[config.mk]
export PLATFORM = sky130hd
export DESIGN_NAME = uart_cmd_client
export DESIGN_NICKNAME = d
export VERILOG_FILES = /design/src/rtl/uart_cmd_client.sv
export SDC_FILE = /design/constraint.sdc
export NUM_CORES = 1
export LEC_CHECK = 0
export CAP_MARGIN = 20
export CORE_UTILIZATION = 55
export CTS_BUF_LIST = sky130_fd_sc_hd__clkbuf_2 sky130_fd_sc_hd__clkbuf_4 sky130_fd_sc_hd__clkbuf_8
export CTS_CLUSTER_DIAMETER = 200
export CTS_CLUSTER_SIZE = 8
export DETAILED_ROUTE_END_ITERATION = 12
export PLACE_DENSITY = 0.71
export SYNTH_ARGS = -nofsm -noshare
export SYNTH_HDL_FRONTEND = slang
export SYNTH_SLANG_ARGS = --single-unit
[constraint.sdc]
create_clock -name clk -period 8.92 [get_ports clk]
set_clock_uncertainty 0.2 [all_clocks]
set_input_delay 1.784 -clock clk [delete_from_list [all_inputs] [get_ports clk]]
set_output_delay 1.784 -clock clk [all_outputs]
set_load 0.02 [all_outputs]
[src/rtl/uart_cmd_client.sv]
// Host-side command/response engine: pushes a buffered command plus terminator into the
// UART TX FIFO, then drains the UART RX FIFO into a response buffer until prompt or timeout.
module uart_cmd_client #(
    parameter int                DBIT    = 8,
    parameter int                CMD_W   = 4,
    parameter int                RSP_W   = 5,
    parameter logic [DBIT-1:0]   TERM    = 8'h0D,
    parameter logic [DBIT-1:0]   PROMPT  = 8'h3E,
    parameter int                TO_BITS = 24,
    parameter int                TIMEOUT = 5000000
) (
    input  logic               clk,
    input  logic               reset,
    input  logic               cmd_we,
    input  logic [CMD_W-1:0]   cmd_addr,
    input  logic [DBIT-1:0]    cmd_wdata,
    input  logic [CMD_W:0]     cmd_len,
    input  logic               start,
    output logic               busy,
    output logic               done_tick,
    output logic [3:0]         status,
    input  logic [RSP_W-1:0]   resp_addr,
    output logic [DBIT-1:0]    resp_data,
    output logic [RSP_W:0]     resp_len,
    input  logic               tx_full,
    output logic               wr_uart,
    output logic [DBIT-1:0]    w_data,
    input  logic               rx_empty,
    input  logic [DBIT-1:0]    r_data,
    output logic               rd_uart,
    input  logic               e_parity,
    input  logic               e_frame
);

    localparam int                 CMD_DEPTH = 1 << CMD_W;
    localparam int                 RSP_DEPTH = 1 << RSP_W;
    localparam logic [CMD_W:0]     CMD_MAX   = (CMD_W+1)'(CMD_DEPTH);
    localparam logic [RSP_W:0]     RSP_MAX   = (RSP_W+1)'(RSP_DEPTH);
    localparam logic [TO_BITS-1:0] TO_LAST   = TO_BITS'(TIMEOUT - 1);

    typedef enum logic [2:0] {
        S_IDLE,
        S_SEND,
        S_SEND_TERM,
        S_RECV,
        S_DONE
    } state_e;

    state_e               state_q, state_d;
    logic [CMD_W:0]       len_q, len_d;
    logic [CMD_W:0]       idx_q, idx_d;
    logic [RSP_W:0]       resp_len_q, resp_len_d;
    logic [3:0]           status_q, status_d;
    logic [TO_BITS-1:0]   to_cnt_q, to_cnt_d;
    logic                 e_parity_q, e_parity_d;
    logic                 e_frame_q, e_frame_d;

    logic [DBIT-1:0]      cmd_buf_q [CMD_DEPTH];
    logic [DBIT-1:0]      resp_buf_q [RSP_DEPTH];
    logic                 cmd_wr;
    logic                 rsp_wr;

    always_comb begin
        state_d    = state_q;
        len_d      = len_q;
        idx_d      = idx_q;
        resp_len_d = resp_len_q;
        status_d   = status_q;
        to_cnt_d   = to_cnt_q;
        e_parity_d = e_parity;
        e_frame_d  = e_frame;
        busy       = 1'b0;
        done_tick  = 1'b0;
        wr_uart    = 1'b0;
        w_data     = cmd_buf_q[idx_q[CMD_W-1:0]];
        rd_uart    = 1'b0;
        cmd_wr     = 1'b0;
        rsp_wr     = 1'b0;

        case (state_q)
            S_IDLE: begin
                // the buffer write commits on the same edge, so a coincident start sees it
                cmd_wr = cmd_we;
                if (start) begin
                    len_d      = (cmd_len > CMD_MAX) ? CMD_MAX : cmd_len;
                    idx_d      = '0;
                    status_d   = '0;
                    resp_len_d = '0;
                    to_cnt_d   = '0;
                    state_d    = (cmd_len == '0) ? S_SEND_TERM : S_SEND;
                end
            end

            S_SEND: begin
                busy    = 1'b1;
                wr_uart = !tx_full;
                if (!tx_full) begin
                    idx_d = idx_q + (CMD_W+1)'(1);
                    if (idx_q == len_q - (CMD_W+1)'(1)) begin
                        state_d = S_SEND_TERM;
                    end
                end
            end

            S_SEND_TERM: begin
                busy    = 1'b1;
                wr_uart = !tx_full;
                w_data  = TERM;
                if (!tx_full) begin
                    state_d = S_RECV;
                end
            end

            S_RECV: begin
                busy    = 1'b1;
                rd_uart = !rx_empty;
                if (e_parity && !e_parity_q) begin
                    status_d[2] = 1'b1;
                end
                if (e_frame && !e_frame_q) begin
                    status_d[3] = 1'b1;
                end
                // a pop in the timeout cycle takes priority over the timeout
                if (!rx_empty) begin
                    to_cnt_d = '0;
                    if (r_data == PROMPT) begin
                        state_d = S_DONE;
                    end else if (resp_len_q < RSP_MAX) begin
                        rsp_wr     = 1'b1;
                        resp_len_d = resp_len_q + (RSP_W+1)'(1);
                    end else begin
                        status_d[1] = 1'b1;
                    end
                end else if (to_cnt_q == TO_LAST) begin
                    status_d[0] = 1'b1;
                    state_d     = S_DONE;
                end else begin
                    to_cnt_d = to_cnt_q + TO_BITS'(1);
                end
            end

            S_DONE: begin
                done_tick = 1'b1;
                state_d   = S_IDLE;
            end

            default: begin
                state_d = S_IDLE;
            end
        endcase
    end

    always_ff @(posedge clk or posedge reset) begin
        if (reset) begin
            state_q    <= S_IDLE;
            len_q      <= '0;
            idx_q      <= '0;
            resp_len_q <= '0;
            status_q   <= '0;
            to_cnt_q   <= '0;
            e_parity_q <= 1'b0;
            e_frame_q  <= 1'b0;
        end else begin
            state_q    <= state_d;
            len_q      <= len_d;
            idx_q      <= idx_d;
            resp_len_q <= resp_len_d;
            status_q   <= status_d;
            to_cnt_q   <= to_cnt_d;
            e_parity_q <= e_parity_d;
            e_frame_q  <= e_frame_d;
        end
    end

    // buffers are plain storage and keep their contents across reset
    always_ff @(posedge clk) begin
        if (cmd_wr) begin
            cmd_buf_q[cmd_addr] <= cmd_wdata;
        end
        if (rsp_wr) begin
            resp_buf_q[resp_len_q[RSP_W-1:0]] <= r_data;
        end
    end

    assign resp_data = resp_buf_q[resp_addr];
    assign resp_len  = resp_len_q;
    assign status    = status_q;

endmodule

==> run summary <==
==========================================================================================
Result of the run                                                             finished, final reports clean
Worst-skew pair later-pin latency                                                  0.64 ns
Max cap viols                                                                            0
Synthesis-to-layout area growth                                                      12.5%
Final period demand of the worst path                                              6.67 ns
Fraction of the cycle the final worst path needs                                     74.8%
Final core occ                                                                       62.8%
Tot GR Track Use                                                                     22.7%
Cts bufs inserted                                                                       60
Global-route wire length before repair                                            55200 um
Clock edge transition at the registers on the reported setup and hold paths        0.07 ns
Global routing usage on met2                                                         36.1%
Final setup violation count                                                              0
Leak pwr                                                                        0.00642 uW
Initial antenna violation count                                                          0
Placeable core region                                                          31600 sq um
CTS Buffer Depth                                                                         3
Ant. Diodes                                                                              0
Category of the worst setup path launch point                                   input port
Worst-case headroom to the max-slew limit                                            31.2%
Die Span Y                                                                          181 um
Fill cell instance count of the final layout                                          2208
Total Die Area                                                                 32700 sq um
Mapped Area                                                                    17600 sq um
Share of the synthesized area in the top cell type                                   65.5%
Total clock sinks                                                                      433
Gpl congestion                                                                       0.790
Area used by multi-input combinational logic                                    4630 sq um
Port-buffer cells                                                                       67
Setup repair after global routing missed its margin                                  false
Largest cells by area after synthesis                                         sky130_fd_sc_hd__edfxtp_1 65%, sky130_fd_sc_hd__mux4_2 15%, sky130_fd_sc_hd__dfrtp_1 7.0%
Required time of the critical path                                                 6.94 ns
Path class of the lowest-slack min-delay path                                 flip-flop to flip-flop
Setup repair bufs after CTS                                                              0
Overflow left after global routing                                                       0
Highest ir drop seen on vdd                                                     0.000189 V
Average routed wire per standard cell                                              24.5 um
Critical path endpoint category                                                 output pin
Busiest layer in global routing                                                       met2
Vias per Instance                                                                     6.06
Number of global-route vias before repair                                             9118
Post-synthesis cell count                                                              920
Combined flip-flop and latch cell area                                         12800 sq um
Layout Nets                                                                           1071
ANT nets after route                                                                     0
Top-level port count                                                                    68
Number of synthesized flops with an enable pin                                         384
Max FO, Critical Path                                                                   37
GR Layer Usage met1                                                                  32.3%
Transition time at the pin with the least slew margin                              1.03 ns
Synthesized area divided by synthesized cell count                              19.1 sq um
Total power draw                                                                   4630 uW
CTS root buf                                                                  sky130_fd_sc_hd__clkbuf_8
Number of unique standard cell types used by synthesis                                  57
M3 GR Usage                                                                          4.31%
Worst setup slack after layout                                                     2.25 ns
Post-Route WL                                                                     35600 um
Endpoint arrival time on the critical path                                         4.69 ns
Post-synthesis sequential element count                                                433
Final count of pins violating max slew                                                   0
Sequential area share after synthesis                                                72.4%
Library cell with the largest summed area after synthesis                     sky130_fd_sc_hd__edfxtp_1
Detail Placement HPWL                                                             22400 um
Number of warning messages in the yosys log                                              0
Number of design rule violations left after detail routing                               0
Detailed-route via count                                                              8813
Starting Density                                                                     55.8%
Sum Neg Setup Slack                                                                   0 ns
Largest net degree at the start of global routing                                       50
FFs w/ async S/R, synth                                                              11.3%
CTS H-tree lvls                                                                          2
Pwr per Cell Area                                                              234 nW/um^2
Post-placement setup slack                                                         2.18 ns
Hold violation count in the final report                                                 0
Hold buffer count at cts                                                                 0
CTS-repair resized insts                                                                 0
Proportion of layout cells with a drive suffix above 1                               25.2%
Highest clock frequency the design can meet                                      0.150 GHz
Die width                                                                           181 um
Flip-flop cell with the highest count after synthesis                         sky130_fd_sc_hd__edfxtp_1
Number of placement rows                                                                65
TritonCTS clock tree                                                                  done
Detailed Routing Iterations Pass 1                                                       5
Post-Syn Nets                                                                          965
First-iteration detailed-routing DRC count                                             744
WS Path Type                                                                  input port to output pin
==========================================================================================
[path summary, 6_finish.rpt]
kind                                        startpoint                          to  slack [ns]  cells after the start
worst max-delay path                      resp_addr[0]                resp_data[4]        2.25                      6
worst min-delay path             status[1]$_DFFE_PP0P_       status[1]$_DFFE_PP0P_        0.29                      2
worst max register to register  state_q[2]$_DFFE_PP0P_  resp_buf_q[3][3]$_DFFE_PP_        5.00                      4
worst min register to register   status[1]$_DFFE_PP0P_       status[1]$_DFFE_PP0P_        0.29                      2
max in group asynchronous                        reset        idx_q[0]$_DFFE_PP0P_        6.64                      3
min in group asynchronous                        reset     to_cnt_q[7]$_DFFE_PP0P_        1.43                      3
[final cells by class]
cell class	instances	area share, %
timing repair buffer	87	4.10
multi-input combinational	431	23.4
clock inverter	3	0.171
sequential	433	64.4
inverter	13	0.246
tap	402	2.54
clock buffer	86	5.18
[flip-flops by register name, indices dropped and copies added (netlist names)]
register and cells:
e_parity_q 1, resp_len 6, idx_q 5, resp_buf_q 256
to_cnt_q 24, status 4, len_q 5, state_q 3
e_frame_q 1, cmd_buf_q 128
[cell usage after synthesis, drive strengths merged, types with 14 or more instances]
cell type,instances
nand3,14
nand2,35
dfrtp,49
buf,19
nand4,15
xor2,22
nor2,75
clkbuf,24
mux4,120
edfxtp,384
o21ai,26
[where the power goes]
part | internal, uW | switching (uW)
registers | 2270 | 91.6
clock network | 726 | 690
logic | 418 | 436
[layer usage]
layer  vias to the layer above  wire length [um]
met3                        60              2400
met5                         -                 0
met1                      4517             15000
li1                       3917                 -
met2                       319             17400
met4                         0               752
[cells in the final DEF, fill, tap and decap left out, types with 2 or more instances in the layout]
cell	instances
sky130_fd_sc_hd__or3b_2	2
sky130_fd_sc_hd__o21ai_1	7
sky130_fd_sc_hd__mux2_2	10
sky130_fd_sc_hd__a21oi_2	5
sky130_fd_sc_hd__or2_2	4
sky130_fd_sc_hd__o31ai_1	3
sky130_fd_sc_hd__or3_1	7
sky130_fd_sc_hd__xor2_1	22
sky130_fd_sc_hd__nand2_1	35
sky130_fd_sc_hd__nand4_1	15
sky130_fd_sc_hd__o211ai_1	2
sky130_fd_sc_hd__and3b_1	2
sky130_fd_sc_hd__nor2_1	75
sky130_fd_sc_hd__clkbuf_4	25
sky130_fd_sc_hd__ha_1	7
sky130_fd_sc_hd__xnor2_1	4
sky130_fd_sc_hd__nor2b_1	5
sky130_fd_sc_hd__a2111oi_4	2
sky130_fd_sc_hd__or4b_1	2
sky130_fd_sc_hd__mux4_2	120
sky130_fd_sc_hd__inv_1	12
sky130_fd_sc_hd__nor4bb_1	3
sky130_fd_sc_hd__buf_4	21
sky130_fd_sc_hd__a31oi_1	2
sky130_fd_sc_hd__or3_2	3
sky130_fd_sc_hd__dfrtp_1	48
sky130_fd_sc_hd__nand3b_1	9
sky130_fd_sc_hd__nand2b_1	6
sky130_fd_sc_hd__a22o_1	2
sky130_fd_sc_hd__nor3_1	12
sky130_fd_sc_hd__nand3_1	14
sky130_fd_sc_hd__edfxtp_1	384
sky130_fd_sc_hd__or4_1	2
sky130_fd_sc_hd__a21o_1	2
sky130_fd_sc_hd__clkbuf_8	61
sky130_fd_sc_hd__and2_1	2
sky130_fd_sc_hd__o21ai_0	19
sky130_fd_sc_hd__a21oi_1	8
sky130_fd_sc_hd__clkdlybuf4s50_1	65
[metrics by stage]
step | instances | hold slack, ns | cell area (sq um)
4_1_cts | 1455 | 0.291 | 19800
5_1_grt | 1455 | 0.325 | 19800
2_1_floorplan | 920 | 0.267 | 17600
3_5_place_dp | 1366 | 0.275 | 18800
6_report | 1455 | 0.286 | 19800
3_3_place_gp | 1366 | 0.270 | 18800
[cell families (layout without fill, tap and decap cells)]
kind of cell             after synthesis  count (layout)  synth area share (%)
AO/OA/AOI/OAI                         58              58                  2.29
XOR/XNOR                              26              26                  1.29
adder cells (fa/ha/maj)                7               7                 0.497
buffers and inverters                 56             189                  1.34
flip-flops                           433             433                  72.4
multiplexers                         130             130                  16.0
AND/OR/NAND/NOR                      210             210                  6.18
[worst max-delay path, cell delays in order]
cell and delay, ns:
sky130_fd_sc_hd__buf_4 0.54, sky130_fd_sc_hd__buf_4 0.41, sky130_fd_sc_hd__mux4_2 0.54, sky130_fd_sc_hd__mux4_2 0.53, sky130_fd_sc_hd__mux2_2 0.30, sky130_fd_sc_hd__clkdlybuf4s50_1 0.55
Power figures use the tool's default switching activity.
